**config.mk**
```make
export PLATFORM = sky130hd
export DESIGN_NAME = muldiv_hilo_ctrl
export DESIGN_NICKNAME = d
export VERILOG_FILES = /design/src/rtl/muldiv_pkg.sv /design/src/rtl/muldiv_mult32.sv /design/src/rtl/muldiv_hilo_ctrl.sv
export SDC_FILE = /design/constraint.sdc
export NUM_CORES = 2
export LEC_CHECK = 0
export CORE_MARGIN = 8
export CORE_UTILIZATION = 40
export DETAILED_ROUTE_END_ITERATION = 6
export PLACE_DENSITY_LB_ADDON = 0.08
export SLEW_MARGIN = 20
export SYNTH_ARGS = -nofsm -noshare
export SYNTH_HDL_FRONTEND = slang
export SYNTH_SLANG_ARGS = --single-unit
```
**constraint.sdc**
```tcl
create_clock -name clk -period 12.7 [get_ports clk]
set_clock_uncertainty 0.15 [all_clocks]
set_input_delay 2.54 -clock clk [delete_from_list [all_inputs] [get_ports clk]]
set_output_delay 2.54 -clock clk [all_outputs]
set_load 0.01 [all_outputs]
```
**src/rtl/muldiv_pkg.sv**
```systemverilog
// Shared opcodes, FSM encoding and defaults for the EX-stage
// multiply/divide HI/LO control block.
package muldiv_pkg;

   localparam logic [2:0] MULDIV_OP_NONE  = 3'd0;
   localparam logic [2:0] MULDIV_OP_DIV   = 3'd1;
   localparam logic [2:0] MULDIV_OP_DIVU  = 3'd2;
   localparam logic [2:0] MULDIV_OP_MULT  = 3'd3;
   localparam logic [2:0] MULDIV_OP_MULTU = 3'd4;
   localparam logic [2:0] MULDIV_OP_MTHI  = 3'd5;
   localparam logic [2:0] MULDIV_OP_MTLO  = 3'd6;

   localparam logic [5:0] DIV_TIMEOUT_DEF = 6'd40;

   typedef enum logic [1:0] {
      ST_IDLE  = 2'd0,
      ST_BUSY  = 2'd1,
      ST_DRAIN = 2'd2
   } md_state_e;

endpackage

```
**src/rtl/muldiv_mult32.sv**
```systemverilog
// Combinational 32x32->64 multiplier, signed or unsigned.
module muldiv_mult32 (
   input  logic        is_signed,
   input  logic [31:0] a,
   input  logic [31:0] b,
   output logic [63:0] p
);

   logic [63:0] a_ext;
   logic [63:0] b_ext;

   // Low 64 bits of the sign-extended product equal the signed result.
   always_comb begin
      a_ext = {{32{is_signed & a[31]}}, a};
      b_ext = {{32{is_signed & b[31]}}, b};
      p     = a_ext * b_ext;
   end

endmodule

```
**src/rtl/muldiv_hilo_ctrl.sv**
```systemverilog
// EX-stage HI/LO owner: issues divides to the iterative divider,
// stalls until Ready, and handles flush, drain and watchdog retry.
module muldiv_hilo_ctrl
   import muldiv_pkg::*;
#(
   parameter logic [5:0] DIV_TIMEOUT = DIV_TIMEOUT_DEF
) (
   input  logic        clk,
   input  logic        rst,
   input  logic        op_valid,
   input  logic [2:0]  op,
   input  logic [31:0] rs_val,
   input  logic [31:0] rt_val,
   input  logic        flush,
   output logic        stall,
   output logic [31:0] hi,
   output logic [31:0] lo,
   output logic        div_start,
   output logic        div_annul,
   output logic        div_signed,
   output logic [31:0] div_a,
   output logic [31:0] div_b,
   input  logic [63:0] div_result,
   input  logic        div_ready,
   output logic        div_timeout
);

   md_state_e   state_q, state_d;
   logic [31:0] hi_q, hi_d, lo_q, lo_d;
   logic [31:0] div_a_q, div_a_d, div_b_q, div_b_d;
   logic        div_start_q, div_start_d;
   logic        div_annul_q, div_annul_d;
   logic        div_signed_q, div_signed_d;
   logic        div_timeout_q, div_timeout_d;
   logic [5:0]  wdog_q, wdog_d;
   logic        stall_c;
   logic        live, div_req;
   logic [63:0] prod;

   muldiv_mult32 u_mult (
      .is_signed (op == MULDIV_OP_MULT),
      .a         (rs_val),
      .b         (rt_val),
      .p         (prod)
   );

   always_comb begin
      live    = op_valid & ~flush;
      div_req = live & ((op == MULDIV_OP_DIV) | (op == MULDIV_OP_DIVU));
   end

   always_comb begin
      state_d       = state_q;
      hi_d          = hi_q;
      lo_d          = lo_q;
      div_a_d       = div_a_q;
      div_b_d       = div_b_q;
      div_start_d   = div_start_q;
      div_signed_d  = div_signed_q;
      div_annul_d   = 1'b0;
      div_timeout_d = 1'b0;
      wdog_d        = wdog_q;
      stall_c       = 1'b0;
      unique case (state_q)
         ST_IDLE: begin
            if (div_req) begin
               div_a_d      = rs_val;
               div_b_d      = rt_val;
               div_signed_d = (op == MULDIV_OP_DIV);
               div_start_d  = 1'b1;
               wdog_d       = '0;
               state_d      = ST_BUSY;
               stall_c      = 1'b1;
            end
         end
         ST_BUSY: begin
            stall_c = ~div_ready;
            wdog_d  = wdog_q + 6'd1;
            // Flush wins over a same-cycle Ready: the result is dropped.
            if (flush) begin
               div_annul_d = 1'b1;
               div_start_d = 1'b0;
               state_d     = ST_IDLE;
            end else if (div_ready) begin
               hi_d        = div_result[63:32];
               lo_d        = div_result[31:0];
               div_start_d = 1'b0;
               state_d     = ST_DRAIN;
            end else if (wdog_q == DIV_TIMEOUT - 6'd1) begin
               div_annul_d   = 1'b1;
               div_timeout_d = 1'b1;
               div_start_d   = 1'b0;
               state_d       = ST_IDLE;
            end
         end
         ST_DRAIN: begin
            stall_c = div_req;
            if (!div_ready) begin
               state_d = ST_IDLE;
            end
         end
         default: begin
            state_d     = ST_IDLE;
            div_start_d = 1'b0;
         end
      endcase
      if (live && state_q != ST_BUSY) begin
         case (op)
            MULDIV_OP_MULT,
            MULDIV_OP_MULTU: {hi_d, lo_d} = prod;
            MULDIV_OP_MTHI:  hi_d = rs_val;
            MULDIV_OP_MTLO:  lo_d = rs_val;
            default: ;
         endcase
      end
   end

   always_ff @(posedge clk) begin
      if (rst) begin
         state_q       <= ST_IDLE;
         hi_q          <= '0;
         lo_q          <= '0;
         div_a_q       <= '0;
         div_b_q       <= '0;
         div_start_q   <= 1'b0;
         div_annul_q   <= 1'b0;
         div_signed_q  <= 1'b0;
         div_timeout_q <= 1'b0;
         wdog_q        <= '0;
      end else begin
         state_q       <= state_d;
         hi_q          <= hi_d;
         lo_q          <= lo_d;
         div_a_q       <= div_a_d;
         div_b_q       <= div_b_d;
         div_start_q   <= div_start_d;
         div_annul_q   <= div_annul_d;
         div_signed_q  <= div_signed_d;
         div_timeout_q <= div_timeout_d;
         wdog_q        <= wdog_d;
      end
   end

   assign stall       = stall_c & ~rst;
   assign hi          = hi_q;
   assign lo          = lo_q;
   assign div_start   = div_start_q;
   assign div_annul   = div_annul_q;
   assign div_signed  = div_signed_q;
   assign div_a       = div_a_q;
   assign div_b       = div_b_q;
   assign div_timeout = div_timeout_q;

endmodule
```
Word level (Yosys, flattened, before mapping)
Index checks and enable logic that the tools add are counted.

storage, ports and cells
  register bits after elaboration = 140
  input port bits = 136
  output and inout bits = 133
  logic and storage cells = 74

operators by class
  $add $sub $neg = 1
  multiply operators = 1
  equal/unequal tests = 13
  mux-type cells = 28
  bitwise operators = 11
  reduce and logical (&&, ||, !) cells = 10

operator list
  cell                   number
  $mux W32               8
  $pmux W32 S2           2
  $mul A33 B33 Y64       1
  $pmux W6 S2            1
  $mux W2                5
  $eq A3 B3 Y1 const B   3
  $mux W1                8
  $add A6 B1 Y6 const B  1
  $eq A3 B2 Y1 const B   2
  $eq A6 B6 Y1 const B   1
  $mux W6                1
  $pmux W1 S3            2
  $pmux W2 S3            1
  $reduce_and A3 Y1      2
  $and A1 B1 Y1          5
  $not A1 Y1             5
  $ne A2 B2 Y1 const B   2
  $ne A4 B4 Y1 const B   1
  $reduce_and A2 Y1      2
  $reduce_or A2 Y1       2
  $eq A3 B1 Y1 const B   1
  $reduce_or A3 Y1       1
  $eq A2 B1 Y1 const B   1
  $eq A2 B2 Y1 const B   1
  other kinds (5)        5

Longest topological paths before layout
  depth after elaboration = 6
  gate-level depth with buffers = 31
  gate-level depth less buffers = 29

By module
A second synthesis with hierarchy kept.

unflattened totals
  cell total of the unflattened synthesis = 4901
  area, all modules = 44626.6 um^2

by module, submodules not included
  module            instances  cells each  area each (um^2)  sequential area each (um^2)
  muldiv_mult32     1          4112        37663.6           0.0
  muldiv_hilo_ctrl  1          789         6962.9            2802.7

Least setup slack after synthesis
No wires, ideal clock.

  kind = input to register
  start = in rs_val[31]
  end = reg hi_q[28], in the netlist hi[28]
  library setup time = 79 ps
  arrival = 10068 ps
  required time = 12471 ps
  slack = 2403 ps
  stages on the path = 30
  buffers on the path = 3
  path through = clkbuf_1 -> and2_1 -> clkbuf_1 -> nand2_1 -> inv_1 -> fa_1 -> inv_1 -> fa_1 -> inv_1 -> fa_1 -> fa_1 -> inv_1 -> fa_1 -> inv_1 -> fa_1 -> inv_1 -> fa_1 -> fa_1 -> inv_1 -> ha_1 -> clkbuf_1 -> a21oi_1 -> o21bai_1 -> a21o_1 -> a21o_1 -> a21oi_1 -> o21a_1 -> nand4_1 -> mux2_1 -> o211ai_1

between the ends
  longest elaborated chain between the ends = 4

ends and longest elaborated chain
  element               line                     source
  start, declared       muldiv_hilo_ctrl.sv:12   input logic [31:0] rs_val,
  $and A1 B1 Y1         muldiv_mult32.sv:14      a_ext = {{32{is_signed & a[31]}}, a};
  $mul A33 B33 Y64 *    muldiv_mult32.sv:16      p = a_ext * b_ext;
  $pmux W32 S2 *        muldiv_hilo_ctrl.sv:108  case (op)
  $mux W32 *            muldiv_hilo_ctrl.sv:107  if (live && state_q != ST_BUSY) begin
  end signal, assigned  muldiv_hilo_ctrl.sv:132  hi_q <= hi_d;
  end, declared         muldiv_hilo_ctrl.sv:29   logic [31:0] hi_q, hi_d, lo_q, lo_d;

Every way passes the cells marked *; elsewhere a longest branch is shown, timed or not.
A chain may end at the register's enable or synchronous reset.

Final worst setup path
  start = in op[1]
  end = reg hi_q[15], in the netlist hi[15]

between the ends
  longest elaborated chain between the ends = 5
  elaborated cells on any way between the ends = 9
  those cells by class = mul: 1; eq/ne: 3; mux: 2; bitwise: 2; reduce/logical: 1

ends and longest elaborated chain
  element                                  line                                             source
  start, declared                          muldiv_hilo_ctrl.sv:11                           input logic [2:0] op,
  $eq A3 B2 Y1                             muldiv_hilo_ctrl.sv:41, muldiv_hilo_ctrl.sv:108
  $and A1 B1 Y1, on equally long branches  muldiv_mult32.sv:14, muldiv_mult32.sv:15
  $mul A33 B33 Y64                         muldiv_mult32.sv:16
  $pmux W32 S2 *                           muldiv_hilo_ctrl.sv:108
  $mux W32 *                               muldiv_hilo_ctrl.sv:107

Marked as above.

==> results.cfg <==
[outcome]
status = finished, final reports clean

[placement]
hpwl_um = 122000
io_buffers = 268
routabilityCongestion = 0.911
placed_cells = 6662

[worst_hold_path]
hold_class = reg -> reg

[cts]
cts_setup_buffers = 0
clock_latency_ns = 0.48
cts_buffers = 17
h-tree-depth = 4
cts-hold-fix-buffers = 0
clock-root-buffer = clkbuf_16
max-clock-path-buffers = 2
clock-sinks = 140
cts.repair.resized = 0
cts_tree = yes
clk_transition_reported_paths_ns = 0.07

[yosys]
synthesis.area_um2 = 44500
ys_types = 76
synth_mux_area_frac = 0.00656
synthAdderAreaFrac = 0.566
synth_top_area_frac = 0.507
synth_edf_count = 0
synthXorXnorAreaFrac = 0.0116
ys_ff_latch = 140
avgSynthCellArea_um2 = 8.63
synthesis.nets = 6623
synth_compound_area_frac = 0.0639
synthTopCellsByArea = fa_1 (51%), inv_1 (9.7%), nand2_1 (9.0%), dfxtp_1 (6.3%), ha_1 (6.0%)
yosys.area_share.simple = 0.162
synth_top_family_by_area = adder cells
yosys_warnings = 0
synth-seq-area-share = 0.0630
synthCells = 5149
yosysTopAreaCell = fa_1
ys.flop_type = dfxtp_1
async_flop_share = 0

[critical_path]
crit_path_top_delay_cell = and2_1
required_ns = 12.93
rrSetupSlack_ns = 9.54
criticalPathCategory = in -> reg
start_kind = input port
max_stage_delay_ns = 0.85
crit_top_cell = fa_1
critPathCaptureType = flip-flop
crit_arrival_ns = 11.92
cp_max_fo = 13

[detailed_routing]
routedWlPerCell_um = 22.1
firstDrtPassIters = 6
avgViaCountPerCell = 5.11
ant_nets = 0
drt_iter0_drc = 2005
route.detailed.drc = 0
vias = 34200
wirelength_um = 148000

[timing]
worstMarginPinSlew_ns = 1.11
maxSlewViolCount = 0
fin_crit_ns = 11.70
rsz0062_at_grt = false
relSlewSlack = 0.261
hold_viol = 0
finalSetupViolCount = 0
hold_ws_ns = 0.303
tns_ns = 0
fmax_mhz = 85.5
period_share = 0.921

[floorplan]
core_um2 = 111000
die_height_um = 349
rows = 122
ioPinCount = 269
die_w_um = 349
die_area_um2 = 122000
start_util = 0.402

[grt]
grt_usage = 0.248
grt_pass1_vias = 36900
grt_max_degree = 82
grt_pass1_wl_um = 232000
antenna_found_initial = 11
grt_overflow = 0

[layout]
fillCellCount = 11300
layout_common_cells = inv_1 (1,153), fa_1 (1,125), nand2_1 (1,062), and2_1 (295), clkdlybuf4s50_1 (234)
layout-drive-gt1-share = 0.0378
area_growth_syn_to_layout_pct = 10.0
final_common_cell = inv_1
fin_util = 0.443
nNetsFinal = 6667
final_cells = 6702

[flow_run]
max-cap-violations = 0
==> path summary, 6_finish.rpt <==
check        depth (start not counted)                    start                      to
max                                 26                    op[1]       hi[15]$_SDFF_PP0_
min                                  2   div_a[26]$_SDFFE_PP0P_  div_a[26]$_SDFFE_PP0P_
max reg2reg                          8  state_q[1]$_SDFFE_PP0P_       hi[29]$_SDFF_PP0_
min reg2reg                          2   div_a[26]$_SDFFE_PP0P_  div_a[26]$_SDFFE_PP0P_
==> flip-flops by register name, indices dropped and copies added, names as in the netlist <==
register     count
hi              32
wdog_q           6
div_annul        1
div_a           32
lo              32
div_timeout      1
div_start        1
div_b           32
div_signed       1
state_q          2
==> synth_stat cells (all sizes together) (4+ instances only) <==
master	number
inv	1153
fa	1125
nand2	1062
clkbuf	327
and2	295
a21oi	226
ha	213
dfxtp	140
nor2	118
o21ai	64
xnor2	38
a21o	33
and3	33
nand3	31
mux2i	28
xor2	21
nor3	20
nand4	16
o21bai	16
or2	15
a31oi	14
a211oi	12
buf	12
or3	12
o22ai	11
a22o	8
a22oi	8
nand2b	7
nor2b	7
o211ai	7
o21a	7
o31ai	7
a2111oi	5
a211o	5
a311oi	5
a32oi	4
o22a	4
==> cells by family (layout without fill, tap and decap cells) <==
| family | count (synthesis) | in the layout |
|---|---|---|
| other cells | 0 | 8 |
| xor+xnor | 59 | 59 |
| buf+inv | 1493 | 1550 |
| mux | 29 | 29 |
| simple gates | 1628 | 1628 |
| flops | 140 | 140 |
| compound gates | 462 | 462 |
| fa+ha+maj | 1338 | 1338 |
==> stage by stage <==
stage / worst slack [ns] / area [um2]
after floorplan: 2.40 / 44500
after global placement: 0.783 / 48400
after detailed placement: 0.526 / 48400
after CTS: 1.04 / 48900
after global routing: 0.420 / 48900
final: 1.00 / 48900
==> metal layers <==
metal / global-route usage / vias to the layer above / wire, um / share of wire
met2: 0.441 / 821 / 75600 / 0.51
met4: 0.0748 / 0 / 4910 / 0.033
met5: 0 / - / 0 / 0
li1: - / 15100 / - / -
met3: 0.0218 / 201 / 5830 / 0.039
met1: 0.322 / 18100 / 62000 / 0.42
==> layout make-up <==
cell class | instances | area, um2 | share of cell area
antenna | 8 | 20.0 | 0.000409
inverter | 1154 | 4330 | 0.0886
sequential | 140 | 2800 | 0.0573
clock buffer | 19 | 443 | 0.00906
clock inverter | 13 | 109 | 0.00223
multi-input combinational | 3516 | 36100 | 0.737
timing repair buffer | 364 | 3270 | 0.0669
tap | 1488 | 1860 | 0.0381
==> worst max-delay path: cells and delay by family <==
| family | cells | cell delay, ns |
|---|---|---|
| AOI/OAI and AO/OA | 6 | 1.20 |
| buffers and inverters | 4 | 1.24 |
| and+or+nand+nor | 7 | 2.31 |
| adders and majority gates | 9 | 4.63 |
Power is not shown: default switching activity piles up to over one toggle a cycle in this logic, so the estimate is an artifact.
